==> config.mk <==
export PLATFORM = sky130hd
export DESIGN_NAME = vga_timing_gen
export DESIGN_NICKNAME = d
export VERILOG_FILES = /design/src/rtl/vga_timing_gen.sv
export SDC_FILE = /design/constraint.sdc
export NUM_CORES = 1
export LEC_CHECK = 0
export CORE_UTILIZATION = 46
export DETAILED_ROUTE_END_ITERATION = 7
export PLACE_DENSITY = 0.76
export SYNTH_ARGS = -nofsm -noshare
export SYNTH_HDL_FRONTEND = slang
export SYNTH_SLANG_ARGS = --single-unit
==> constraint.sdc <==
create_clock -name vga_clk -period 2.15 [get_ports vga_clk]
set_clock_uncertainty 0.05 [all_clocks]
set_input_delay 0.43 -clock vga_clk [delete_from_list [all_inputs] [get_ports vga_clk]]
set_output_delay 0.43 -clock vga_clk [all_outputs]
set_load 0.02 [all_outputs]
==> src/rtl/vga_timing_gen.sv <==
// vga_timing_gen: 640x480@60 VGA raster timing with an optional sprite animation divider.
// Optional feature macro: VGA_TIMING_ANIM_EN compiles in the frame divider, anim_tick
// and anim_frame. Without it, anim_tick and anim_frame are tied to 0.
// The geometry parameters default to the standard 800x525 raster. They exist only so that a
// shorter raster can be instantiated. hs, vs, blank and frame_start are computed from the
// counters' next value and registered, which keeps them aligned with DrawX/DrawY.
module vga_timing_gen #(
    parameter int ANIM_DIV    = 6,
    parameter int ANIM_FRAMES = 4,
    parameter int H_ACTIVE    = 640,
    parameter int H_FRONT     = 16,
    parameter int H_SYNC      = 96,
    parameter int H_BACK      = 48,
    parameter int V_ACTIVE    = 480,
    parameter int V_FRONT     = 10,
    parameter int V_SYNC      = 2,
    parameter int V_BACK      = 33
) (
    input  logic       vga_clk,
    input  logic       reset,
    output logic [9:0] DrawX,
    output logic [9:0] DrawY,
    output logic       hs,
    output logic       vs,
    output logic       blank,
    output logic       sync,
    output logic       frame_start,
    output logic       anim_tick,
    output logic [3:0] anim_frame
);

    localparam int H_TOTAL = H_ACTIVE + H_FRONT + H_SYNC + H_BACK;
    localparam int V_TOTAL = V_ACTIVE + V_FRONT + V_SYNC + V_BACK;

    localparam logic [9:0] H_MAX      = 10'(H_TOTAL - 1);
    localparam logic [9:0] V_MAX      = 10'(V_TOTAL - 1);
    localparam logic [9:0] H_ACT_LAST = 10'(H_ACTIVE - 1);
    localparam logic [9:0] V_ACT_LAST = 10'(V_ACTIVE - 1);
    localparam logic [9:0] HS_FIRST   = 10'(H_ACTIVE + H_FRONT);
    localparam logic [9:0] HS_LAST    = 10'(H_ACTIVE + H_FRONT + H_SYNC - 1);
    localparam logic [9:0] VS_FIRST   = 10'(V_ACTIVE + V_FRONT);
    localparam logic [9:0] VS_LAST    = 10'(V_ACTIVE + V_FRONT + V_SYNC - 1);

    logic [9:0] x_next;
    logic [9:0] y_next;
    logic       fs_next;

    // Next raster position: x wraps every line, y advances only on the x wrap.
    always_comb begin
        x_next = DrawX + 10'd1;
        y_next = DrawY;
        if (DrawX == H_MAX) begin
            x_next = 10'd0;
            y_next = (DrawY == V_MAX) ? 10'd0 : DrawY + 10'd1;
        end
    end

    assign fs_next = (x_next == 10'd0) && (y_next == 10'd0);
    assign sync    = 1'b0;

    // Raster counters. Reset parks them on the last pixel so the first edge lands on (0,0).
    always_ff @(posedge vga_clk or posedge reset) begin
        if (reset) begin
            DrawX <= H_MAX;
            DrawY <= V_MAX;
        end else begin
            DrawX <= x_next;
            DrawY <= y_next;
        end
    end

    // Sync, blank and frame_start are decoded from the next position, so they match DrawX/DrawY.
    always_ff @(posedge vga_clk or posedge reset) begin
        if (reset) begin
            hs          <= 1'b1;
            vs          <= 1'b1;
            blank       <= 1'b0;
            frame_start <= 1'b0;
        end else begin
            hs          <= !((x_next >= HS_FIRST) && (x_next <= HS_LAST));
            vs          <= !((y_next >= VS_FIRST) && (y_next <= VS_LAST));
            blank       <= (x_next <= H_ACT_LAST) && (y_next <= V_ACT_LAST);
            frame_start <= fs_next;
        end
    end

`ifdef VGA_TIMING_ANIM_EN
    localparam logic [7:0] DIV_MAX   = 8'(ANIM_DIV - 1);
    localparam logic [3:0] FRAME_MAX = 4'(ANIM_FRAMES - 1);

    logic [7:0] div_cnt;

    // Frame divider: counts frame starts and steps the animation frame every ANIM_DIV of them.
    always_ff @(posedge vga_clk or posedge reset) begin
        if (reset) begin
            div_cnt    <= 8'd0;
            anim_tick  <= 1'b0;
            anim_frame <= 4'd0;
        end else begin
            anim_tick <= 1'b0;
            if (fs_next) begin
                if (div_cnt == DIV_MAX) begin
                    div_cnt    <= 8'd0;
                    anim_tick  <= 1'b1;
                    anim_frame <= (anim_frame == FRAME_MAX) ? 4'd0 : anim_frame + 4'd1;
                end else begin
                    div_cnt <= div_cnt + 8'd1;
                end
            end
        end
    end
`else
    assign anim_tick  = 1'b0;
    assign anim_frame = 4'd0;
`endif

endmodule

==> results.md, run 1 <==
* Die footprint at 3630 µm²
* Share of cells above drive strength 1 at 0.304
* Critical path capture point type: register
* DP HPWL at 2890 µm
* Vias in the first global route at 1363
* Yosys Warn Count at 0
* Remaining global-route overflow at 0
* Yosys top cell by area: dfstp_2
* Top-area cell type share of the netlist area at 0.202
* Most common cell after layout, fill and taps aside: buf_4
* Detail Route Antenna Nets at 0
* Dpl cells at 253
* Max-cap viol count at 0
* Root Driver: clkbuf_4
* Final worst setup slack at -23.1 ps
* Worst endpoint data arrival time at 2350 ps
* EDFF count, synth at 0
* Area of the multi-input gates at 906 µm²
* Fin Setup TNS at -23.1 ps
* Hold Buf Count CTS at 0
* RSZ-0062 raised after global routing: yes
* Storage cell area at 616 µm²
* GRT Total Usage at 0.238
* Pwr/cell area at 333 nW/µm²
* Final slew viol count at 0
* Final setup viols at 1
* Post-Syn Area at 1560 µm²
* DRC at 0
* DRT Pass-1 Iters at 4
* Status: complete, but fails checks
* HP Class: primary input to asynchronous set/reset pin
* Leakage at 0.961 nW
* Total power at 0.000714 W
* CTS Buf Count at 3
* CP Max Fanout at 3
* Final std cells w/o fill at 261
* Cell variety after synth at 47
* Worst-margin pin slew at 526 ps
* VDD IR-drop max at 0.298 mV
* IO Pins at 32
* Clock tree buffer depth at 2
* Highest-count cells in the layout ignoring fill and taps: 28 x buf_4, 19 x clkdlybuf4s50_1, 14 x nor2_1
* Gpl congestion at 0.910
* # rows at 20
* First-pass GRT wire length at 6440 µm
* Die Height at 60.3 µm
* Yosys reg bits at 24
* Failing checks: setup timing
* Htree depth at 1
* Detailed Route WL at 3820 µm
* Fin crit share at 1.01
* Synth area leaders: dfstp_2 20%, dfrtp_1 19%, xnor2_1 4.5%
* Crit start category: register
* CTS tree: yes
* Port-buffer cells at 25
* Post-Route Utilization at 0.684
* Routed WL per cell at 14.6 µm
* Die Span X at 60.3 µm
* Area grow syn2layout at 37.0%
* Initial antenna violation count at 0
* Post-synth top flop: dfstp_2
* Clk_lat worst skew at 310 ps
* Synth Area per Inst at 9.30 µm²
* Crit Path Category: register to register
* Core area at 3130 µm²
* Clk slew on worst S/H paths at 130 ps
* Clock Sinks at 24
* Fin nets at 225
* Tmin final at 2170 ps
* N_diodes at 0
* Vias per cell at 5.44
* Worst EP required at 2330 ps
* Gate Count Post-Synth at 168
* Seq/Total Area, Yosys at 0.394
* Fill cells at 238
* DR vias at 1421
* Async S/R FF share, synth at 1.00
* Relative slew slack at 0.645
* Starting density of the core at 0.500
* Max Clock Freq at 0.460 GHz
* Drt first-iter violations at 68
* Hold violation count in the final report at 0
* Largest net degree at the start of global routing at 25
-- flip-flops by register name, summed over array words and instances (netlist names) --
register / count
DrawY: 10
hs: 1
DrawX: 10
frame_start: 1
blank: 1
vs: 1
-- repair_timing --
item                       4_1_cts  5_1_grt
pin swaps                        5        3
resized for setup                6       14
setup buffers                    2        2
setup endpoints to repair        3       10
-- stage by stage --
step	setup slack, ps	instance area (µm²)	hold slack [ps]
6_report	-23.1	2140	389
5_1_grt	-116	2140	411
4_1_cts	-27.5	2080	399
3_5_place_dp	-89.9	2000	511
3_3_place_gp	6.86	2000	484
2_1_floorplan	-69.0	1600	386
-- layer usage --
layer  GRT usage  up-vias  wire, µm
met3      0.0390        2       195
met2       0.364       51      1890
met4      0.0930        0        29
met1       0.333      690      1700
li1            -      678         -
met5           0        -         0
-- synth_stat cells, types with 2 or more instances --
cell	n
a21oi_1	4
a31oi_1	2
and4_1	3
buf_2	3
buf_4	7
clkbuf_1	3
dfrtp_1	12
dfstp_2	12
ha_1	5
inv_1	11
mux2_2	2
nand2_1	10
nand2b_1	2
nand3_1	8
nand4_1	6
nand4b_1	3
nor2_1	15
nor2b_1	3
nor3_1	6
nor4_1	4
o21ai_0	10
o31ai_1	2
xnor2_1	8
xor2_1	4
-- final cells by class --
cell class                 count  area share
clock buffer                   4      0.0169
multi-input combinational    124       0.423
inverter                      11      0.0193
tap                           44      0.0257
timing repair buffer          54       0.227
sequential                    24       0.288
-- kinds of logic (layout without fill, tap and decap cells) --
group	count (synthesis)	in the layout	share of synthesized area
AO/OA/AOI/OAI	26	26	0.106
XOR/XNOR	13	13	0.0777
adder cells (fa/ha/maj)	5	5	0.0400
buffers and inverters	25	69	0.0841
flip-flops	24	24	0.394
multiplexers	2	2	0.0144
other	1	6	0.00240
AND/OR/NAND/NOR	72	72	0.281
-- path summary, 6_finish.rpt --
kind	start	to	slack [ps]	depth (start not counted)
min	reset	DrawY[6]	390	3
max reg2reg	DrawX[1]	vs	-20	7
max	DrawX[1]	vs	-20	7
min in group vga_clk	DrawY[2]	DrawY[2]	520	2
max in group asynchronous	reset	DrawX[3]	1370	3
min reg2reg	DrawY[2]	DrawY[2]	520	2
-- power breakdown --
part           internal [W]  leakage, nW  switching, W   total, W
sequential         0.000453        0.282             0   0.000453
combinational    0.00000292        0.658     0.0000177  0.0000207
clock              0.000103       0.0210      0.000137   0.000240
total              0.000559        0.961      0.000155   0.000714
-- critical path, stage by stage, from the launching register on --
cell and delay, ps:
dfstp_2 600, ha_4 150, and4_4 230, nand3_4 80, or4_4 440, xnor2_2 190, and4_4 250, nand4b_1 110
Note: power is estimated with default switching activity, not from simulation.
==> inputs of run 2 (changes only) <==
Settings changed: SLEW_MARGIN set to 25.
==> results of run 2 <==
The final DEF is identical to that of run 1; final timing and power are the same.
==> inputs of run 3 (changes only) <==
Settings changed: CAP_MARGIN set to 30.
==> results of run 3 <==
The final DEF is identical to that of run 1; final timing and power are the same.
